[config.mk]
export PLATFORM = sky130hd
export DESIGN_NAME = password_ctrl
export DESIGN_NICKNAME = d
export VERILOG_FILES = /design/src/rtl/password_ctrl.sv
export SDC_FILE = /design/constraint.sdc
export NUM_CORES = 1
export LEC_CHECK = 0
export BUFFER_PORTS_ARGS = -buffer_cell sky130_fd_sc_hd__buf_2
export CAP_MARGIN = 20
export CORE_MARGIN = 3
export CORE_UTILIZATION = 58
export DETAILED_ROUTE_END_ITERATION = 6
export GPL_ROUTABILITY_DRIVEN = 0
export HOLD_SLACK_MARGIN = 0.12
export MAX_ROUTING_LAYER = met4
export PLACE_DENSITY = 0.86
export SLEW_MARGIN = 40
export SYNTH_ARGS = -nofsm -noshare
export SYNTH_HDL_FRONTEND = slang
export SYNTH_SLANG_ARGS = --single-unit
[constraint.sdc]
create_clock -name clk -period 2.62 [get_ports clk]
set_input_delay 0.393 -clock clk [delete_from_list [all_inputs] [get_ports clk]]
set_output_delay 0.393 -clock clk [all_outputs]
set_load 0.01 [all_outputs]
[src/rtl/password_ctrl.sv]
// Password-lock controller: collects 4 keypad digits, checks them on '#', and drives OPEN/FAIL/ALARM.
// Define PWD_CHANGE_EN to add the SET state, where the password can be changed from OPEN via 'A'.
module password_ctrl #(
  parameter logic [15:0] DEFAULT_PWD  = 16'h1234,
  parameter int unsigned MAX_FAIL     = 3,
  parameter int unsigned ERR_CYCLES   = 50000000,
  parameter int unsigned OPEN_CYCLES  = 250000000,
  parameter int unsigned ALARM_CYCLES = 500000000,
  parameter int unsigned TMR_W        = 32
) (
  input  logic        clk,
  input  logic        rst_n,
  input  logic        key_valid,
  input  logic [3:0]  key_num,
  output logic [15:0] entry,
  output logic [2:0]  entry_cnt,
  output logic        unlock,
  output logic        err,
  output logic        alarm,
  output logic [2:0]  fail_cnt,
  output logic [2:0]  state_o
);

  typedef enum logic [2:0] {
    ST_LOCKED = 3'd0,
    ST_OPEN   = 3'd1,
    ST_FAIL   = 3'd2,
`ifdef PWD_CHANGE_EN
    ST_ALARM  = 3'd3,
    ST_SET    = 3'd4
`else
    ST_ALARM  = 3'd3
`endif
  } state_e;

  localparam logic [3:0] KEY_STAR = 4'hE;
  localparam logic [3:0] KEY_HASH = 4'hF;

  localparam logic [TMR_W-1:0] ERR_LAST   = TMR_W'(ERR_CYCLES - 1);
  localparam logic [TMR_W-1:0] OPEN_LAST  = TMR_W'(OPEN_CYCLES - 1);
  localparam logic [TMR_W-1:0] ALARM_LAST = TMR_W'(ALARM_CYCLES - 1);
  localparam logic [2:0]       FAIL_MAX   = 3'(MAX_FAIL);

  state_e             state_q, state_d;
  logic [15:0]        entry_q, entry_d;
  logic [2:0]         entry_cnt_q, entry_cnt_d;
  logic [2:0]         fail_cnt_q, fail_cnt_d;
  logic [TMR_W-1:0]   timer_q, timer_d;
  logic               unlock_q, unlock_d;
  logic               err_q, err_d;
  logic               alarm_q, alarm_d;
  logic [15:0]        pwd;

  logic               is_digit, is_star, is_hash;
  logic [2:0]         fail_inc;

`ifdef PWD_CHANGE_EN
  logic [15:0]        pwd_q, pwd_d;
  logic               is_a, is_b;
  assign pwd  = pwd_q;
  assign is_a = key_valid && (key_num == 4'hA);
  assign is_b = key_valid && (key_num == 4'hB);
`else
  assign pwd = DEFAULT_PWD;
`endif

  assign is_digit = key_valid && (key_num <= 4'd9);
  assign is_star  = key_valid && (key_num == KEY_STAR);
  assign is_hash  = key_valid && (key_num == KEY_HASH);
  assign fail_inc = fail_cnt_q + 3'd1;

  always_comb begin
    // NOTE: every next-value signal gets a default first, so no branch can infer a latch.
    state_d     = state_q;
    entry_d     = entry_q;
    entry_cnt_d = entry_cnt_q;
    fail_cnt_d  = fail_cnt_q;
    timer_d     = timer_q;
`ifdef PWD_CHANGE_EN
    pwd_d       = pwd_q;
`endif

    case (state_q)
      ST_LOCKED: begin
        if (is_digit && entry_cnt_q < 3'd4) begin
          entry_d     = {entry_q[11:0], key_num};
          entry_cnt_d = entry_cnt_q + 3'd1;
        end else if (is_star) begin
          entry_d     = '0;
          entry_cnt_d = '0;
        end else if (is_hash) begin
          entry_d     = '0;
          entry_cnt_d = '0;
          if (entry_cnt_q == 3'd4 && entry_q == pwd) begin
            state_d    = ST_OPEN;
            fail_cnt_d = '0;
          end else begin
            fail_cnt_d = fail_inc;
            state_d    = (fail_inc == FAIL_MAX) ? ST_ALARM : ST_FAIL;
          end
        end
      end

      ST_FAIL: begin
        if (timer_q == ERR_LAST) state_d = ST_LOCKED;
        else                     timer_d = timer_q + 1'b1;
      end

      ST_OPEN: begin
        // Timer expiry is tested first so a key on the same cycle is dropped.
        if (timer_q == OPEN_LAST) begin
          state_d = ST_LOCKED;
        end else if (is_hash || is_star) begin
          state_d = ST_LOCKED;
`ifdef PWD_CHANGE_EN
        end else if (is_a) begin
          state_d     = ST_SET;
          entry_d     = '0;
          entry_cnt_d = '0;
`endif
        end else begin
          timer_d = timer_q + 1'b1;
        end
      end

      ST_ALARM: begin
        if (timer_q == ALARM_LAST) begin
          state_d    = ST_LOCKED;
          fail_cnt_d = '0;
        end else begin
          timer_d = timer_q + 1'b1;
        end
      end

`ifdef PWD_CHANGE_EN
      ST_SET: begin
        if (is_digit && entry_cnt_q < 3'd4) begin
          entry_d     = {entry_q[11:0], key_num};
          entry_cnt_d = entry_cnt_q + 3'd1;
        end else if (is_star) begin
          entry_d     = '0;
          entry_cnt_d = '0;
        end else if (is_hash && entry_cnt_q == 3'd4) begin
          pwd_d       = entry_q;
          state_d     = ST_LOCKED;
          entry_d     = '0;
          entry_cnt_d = '0;
        end else if (is_b) begin
          state_d     = ST_LOCKED;
          entry_d     = '0;
          entry_cnt_d = '0;
        end
      end
`endif

      default: state_d = ST_LOCKED;
    endcase

    if (state_d != state_q) timer_d = '0;

    unlock_d = (state_d == ST_OPEN);
`ifdef PWD_CHANGE_EN
    if (state_d == ST_SET) unlock_d = 1'b1;
`endif
    err_d    = (state_d == ST_FAIL);
    alarm_d  = (state_d == ST_ALARM);
  end

  always_ff @(posedge clk or negedge rst_n) begin
    if (!rst_n) begin
      state_q     <= ST_LOCKED;
      entry_q     <= '0;
      entry_cnt_q <= '0;
      fail_cnt_q  <= '0;
      timer_q     <= '0;
      unlock_q    <= 1'b0;
      err_q       <= 1'b0;
      alarm_q     <= 1'b0;
`ifdef PWD_CHANGE_EN
      // NOTE: pwd is a plain register, not a memory, so it can and must reload DEFAULT_PWD on reset.
      pwd_q       <= DEFAULT_PWD;
`endif
    end else begin
      // NOTE: non-blocking assignments so every flop samples the same pre-edge values.
      state_q     <= state_d;
      entry_q     <= entry_d;
      entry_cnt_q <= entry_cnt_d;
      fail_cnt_q  <= fail_cnt_d;
      timer_q     <= timer_d;
      unlock_q    <= unlock_d;
      err_q       <= err_d;
      alarm_q     <= alarm_d;
`ifdef PWD_CHANGE_EN
      pwd_q       <= pwd_d;
`endif
    end
  end

  assign entry     = entry_q;
  assign entry_cnt = entry_cnt_q;
  assign unlock    = unlock_q;
  assign err       = err_q;
  assign alarm     = alarm_q;
  assign fail_cnt  = fail_cnt_q;
  assign state_o   = state_q;

endmodule

==> Flow_metrics.wiki <==
{| class="wikitable"
! Metric !! Value
|-
| Post-cts resize count || 0
|-
| Portion of netlist area occupied by mux cells || 0.3581%
|-
| Remaining routing DRC violations || 0
|-
| Initial core utilization || 60.79%
|-
| Max_cap viols || 0
|-
| Synthesized-area fraction occupied by ao, oa, aoi and oai cells || 6.128%
|-
| Proportion of synthesized chip area in sequential cells || 47.75%
|-
| Depth of the worst register-to-register path || 8
|-
| Area of the die || roughly 0.0063 mm²
|-
| Reg clk slew, reported paths || roughly 0.07 ns
|-
| Count of flip-flops with a built-in enable after synthesis || 0
|-
| Setup slack on the worst flop-to-flop path || 0.25 ns
|-
| Maximum clock path buffer count || 2
|-
| Number of nets in the layout || 391
|-
| CTS tree || built
|-
| Hold EP || entry[0]$_DFFE_PN0P_
|-
| # clock sinks || 60
|-
| Number of global-route vias before repair || 2,544
|-
| Row Count || 26
|-
| Combinational family with the most area after synthesis || simple AND/OR/NAND/NOR gates
|-
| Horizontal die dimension || 79.63 µm
|-
| Synth unique cells || 50
|-
| Worst clock skew on the final layout || approximately 0.013 ns
|-
| Layout Utilization || 69.67%
|-
| Mapped Cells || 337
|-
| Highest-count cells in the layout ignoring fill and taps || sky130_fd_sc_hd__dfrtp_1, sky130_fd_sc_hd__nand2_1, sky130_fd_sc_hd__nor2_1
|-
| Crit path capture type || flip-flop
|-
| Lkg Pwr || ~1.7 nW
|-
| Most frequent standard cell in the layout excluding fill and tap cells || sky130_fd_sc_hd__dfrtp_1
|-
| Post-Route WL || roughly 7 mm
|-
| Maximum vdd ir drop || 0.6587 mV
|-
| Total power density per cell area || just under 700 mW/mm²
|-
| Min-Delay Path Class || in2reg
|-
| I/O pin cnt || 35
|-
| Hold violation count in the final report || 0
|-
| Detail Placement HPWL || 4.991 mm
|-
| Antenna Nets Post-Route || 0
|-
| Crit Path Class || reg2reg
|-
| Worst path arrival time || 2.59 ns
|-
| Most used DFF post-synth || sky130_fd_sc_hd__dfrtp_1
|-
| XOR/XNOR Fraction of Synth Area || roughly 8%
|-
| Setup repair after global routing missed its margin || false
|-
| Number of antenna violations at the first check in global routing || 0
|-
| Overall track demand over capacity in global routing || 25.45%
|-
| Final-layout setup total negative slack || 0 ns
|-
| Mapped cell area || between 0.003 and 0.004 mm²
|-
| Slew @ Worst Pin || 0.6847 ns
|-
| Diodes inserted || 0
|-
| Adder and majority gate portion of the synthesized area || 1.990%
|-
| Synthesized area per cell || 9.330 µm²
|-
| Number of I/O port buffers || 34
|-
| Simple-Gate Fraction of Synth Area || 32.67%
|-
| Hold wc startpoint || key_num[0]
|-
| Detailed Routing Iterations Pass 1 || 6
|-
| Slew Limit Fails || 0
|-
| Worst-path maximum fanout || 22
|-
| Routed length per placed instance || around 16 µm
|-
| Fraction of the cycle the final worst path needs || 90.54%
|-
| Launch instance of the worst register-to-register path || timer_q[1]$_DFFE_PN0P_
|-
| Height of the chip || 79.63 µm
|-
| Area growth, synth to finish || 14.60%
|-
| Syn nets || 349
|-
| Capturing point of the worst reg2reg path || timer_q[5]$_DFFE_PN0P_
|-
| Leftover overflow at the end of global routing || 0
|-
| H-tree levels || 3
|-
| Total core area || 0.005172 mm²
|-
| Maximum number of pins on one net before global-route repair || 27
|-
| Root buf cell || sky130_fd_sc_hd__clkbuf_8
|-
| # setup viols final || 0
|-
| Remaining max-slew budget at the tightest pin || a little over half
|-
| Nature of the critical path startpoint || flip-flop
|-
| Number of DRC violations after detailed-routing iteration 0 || roughly 350
|-
| Number of buffers added by the clock tree synthesis step || 9
|-
| Ys async rst share || 100.0%
|-
| Status || finished, final reports clean
|-
| Seq cells post-synth || 60
|-
| Top achievable clock speed || 421.6 MHz
|-
| Wire length of the first global-routing pass || 12.06 mm
|-
| Instance count along the most critical hold path || 3
|-
| Number of vias after detailed routing || 2,633
|-
| Syn. warnings || 0
|-
| Via-per-instance ratio || 5.800
|-
| Worst Path Required || 2.84 ns
|-
| Clock latency of the later-clocked register in the worst-skew pair || ~0.34 ns
|-
| Proportion of layout cells with a drive suffix above 1 || between 10% and 20%
|-
| Post-layout min period || roughly 2.4 ns
|}
area by class of cell:
type / count / area (µm²)
tap: 70 / 87.58
timing repair buffer: 41 / 225.2
fill: 376 / 1569
multi-input combinational: 257 / 1551
inverter: 10 / 37.54
clock inverter: 7 / 76.32
sequential: 60 / 1501
clock buffer: 9 / 123.9
logic make-up (layout without fill, tap and decap cells):
| family | count (synthesis) | after routing |
|---|---|---|
| flip-flops | 60 | 60 |
| AND/OR/NAND/NOR | 197 | 197 |
| buffers and inverters | 20 | 67 |
| other | 1 | 1 |
| XOR/XNOR | 29 | 29 |
| AO/OA/AOI/OAI | 24 | 24 |
| adder cells (fa/ha/maj) | 5 | 5 |
| multiplexers | 1 | 1 |
flip-flops by register name, summed over array words and instances, names as in the netlist:
signal and flops:
entry 16, timer_q 32, err 1, unlock 1, entry_cnt 3, alarm 1, state_o 3, fail_cnt 3
metal layers:
layer / routed length, µm / vias up / global-route usage [%]
met5: 0 / - / -
met1: 3091 / 1268 / 33.19
met2: 3468 / 89 / 38.81
met4: 136 / 0 / 11.51
met3: 340 / 15 / 4.740
li1: - / 1261 / -
worst max-delay path, cell delays in order, from the launching register on:
cell and delay (ns):
sky130_fd_sc_hd__dfrtp_1 0.39, sky130_fd_sc_hd__ha_1 0.20, sky130_fd_sc_hd__nor4b_2 0.26, sky130_fd_sc_hd__nand4_1 0.18
sky130_fd_sc_hd__o41ai_2 0.52, sky130_fd_sc_hd__o21ai_2 0.15, sky130_fd_sc_hd__o211ai_4 0.19, sky130_fd_sc_hd__buf_4 0.27
sky130_fd_sc_hd__nor2_1 0.09
synthesized netlist by cell type (2+ instances only):
| cell | number | area [µm²] |
|---|---|---|
| sky130_fd_sc_hd__a21oi_1 | 3 | 15.01 |
| sky130_fd_sc_hd__a22o_1 | 2 | 17.52 |
| sky130_fd_sc_hd__and2_1 | 3 | 18.77 |
| sky130_fd_sc_hd__and3_1 | 4 | 25.02 |
| sky130_fd_sc_hd__and4_1 | 3 | 26.28 |
| sky130_fd_sc_hd__and4b_1 | 3 | 30.03 |
| sky130_fd_sc_hd__buf_6 | 2 | 22.52 |
| sky130_fd_sc_hd__clkbuf_1 | 6 | 22.52 |
| sky130_fd_sc_hd__dfrtp_1 | 60 | 1501 |
| sky130_fd_sc_hd__ha_1 | 5 | 62.56 |
| sky130_fd_sc_hd__inv_1 | 10 | 37.54 |
| sky130_fd_sc_hd__nand2_1 | 55 | 206.5 |
| sky130_fd_sc_hd__nand2b_1 | 3 | 18.77 |
| sky130_fd_sc_hd__nand3_1 | 35 | 175.2 |
| sky130_fd_sc_hd__nand4_1 | 15 | 93.84 |
| sky130_fd_sc_hd__nor2_1 | 47 | 176.4 |
| sky130_fd_sc_hd__nor3_1 | 5 | 25.02 |
| sky130_fd_sc_hd__nor3_2 | 2 | 20.02 |
| sky130_fd_sc_hd__nor3b_1 | 2 | 15.01 |
| sky130_fd_sc_hd__nor4_1 | 3 | 18.77 |
| sky130_fd_sc_hd__nor4b_1 | 3 | 26.28 |
| sky130_fd_sc_hd__nor4bb_1 | 2 | 20.02 |
| sky130_fd_sc_hd__o21a_1 | 2 | 15.01 |
| sky130_fd_sc_hd__o21ai_0 | 7 | 35.03 |
| sky130_fd_sc_hd__or3_1 | 2 | 12.51 |
| sky130_fd_sc_hd__or4_4 | 2 | 22.52 |
| sky130_fd_sc_hd__xnor2_1 | 7 | 61.31 |
| sky130_fd_sc_hd__xor2_1 | 22 | 192.7 |
what timing repair did:
| item | in CTS | in global routing |
|---|---|---|
| endpoints found under the hold margin | 9 | 0 |
| hold buffers | 1 | 0 |
| buffers inserted | 0 | 0 |
power breakdown:
group          switching, W  leakage, nW  internal (W)
Sequential         0.000138        0.812       0.00106
Clock              0.000394       0.0958      0.000443
Combinational      0.000266        0.808      0.000198
worst max path at each step:
| stage | startpoint | endpoint | slack [ns] | cells after the start |
|---|---|---|---|---|
| after floorplan | entry[1]$_DFFE_PN0P_ | timer_q[16]$_DFFE_PN0P_ | 0.58 | 7 |
| after global placement | timer_q[0]$_DFFE_PN0P_ | timer_q[15]$_DFFE_PN0P_ | 0.34 | 8 |
| after detailed placement | timer_q[0]$_DFFE_PN0P_ | timer_q[8]$_DFFE_PN0P_ | 0.27 | 8 |
| after CTS | entry[1]$_DFFE_PN0P_ | timer_q[8]$_DFFE_PN0P_ | 0.25 | 7 |
| after global routing | timer_q[1]$_DFFE_PN0P_ | timer_q[8]$_DFFE_PN0P_ | 0.09 | 8 |
| final | timer_q[1]$_DFFE_PN0P_ | timer_q[5]$_DFFE_PN0P_ | 0.25 | 8 |
through the flow:
| step | power [W] | instance area [µm²] | worst slack, ns | hold WS, ns | std cells |
|---|---|---|---|---|---|
| detailed placement | 0.001677 | 3393 | 0.2685 | 0.2673 | 437 |
| CTS | 0.002505 | 3603 | 0.2479 | 0.2913 | 454 |
| global route | 0.002636 | 3603 | 0.08841 | 0.3016 | 454 |
| floorplan | 0.001444 | 3144 | 0.5828 | 0.09741 | 337 |
| global placement | 0.001656 | 3393 | 0.3390 | 0.2641 | 437 |
| finish | 0.002500 | 3603 | 0.2480 | 0.2920 | 454 |
(Power assumes the default switching activity.)
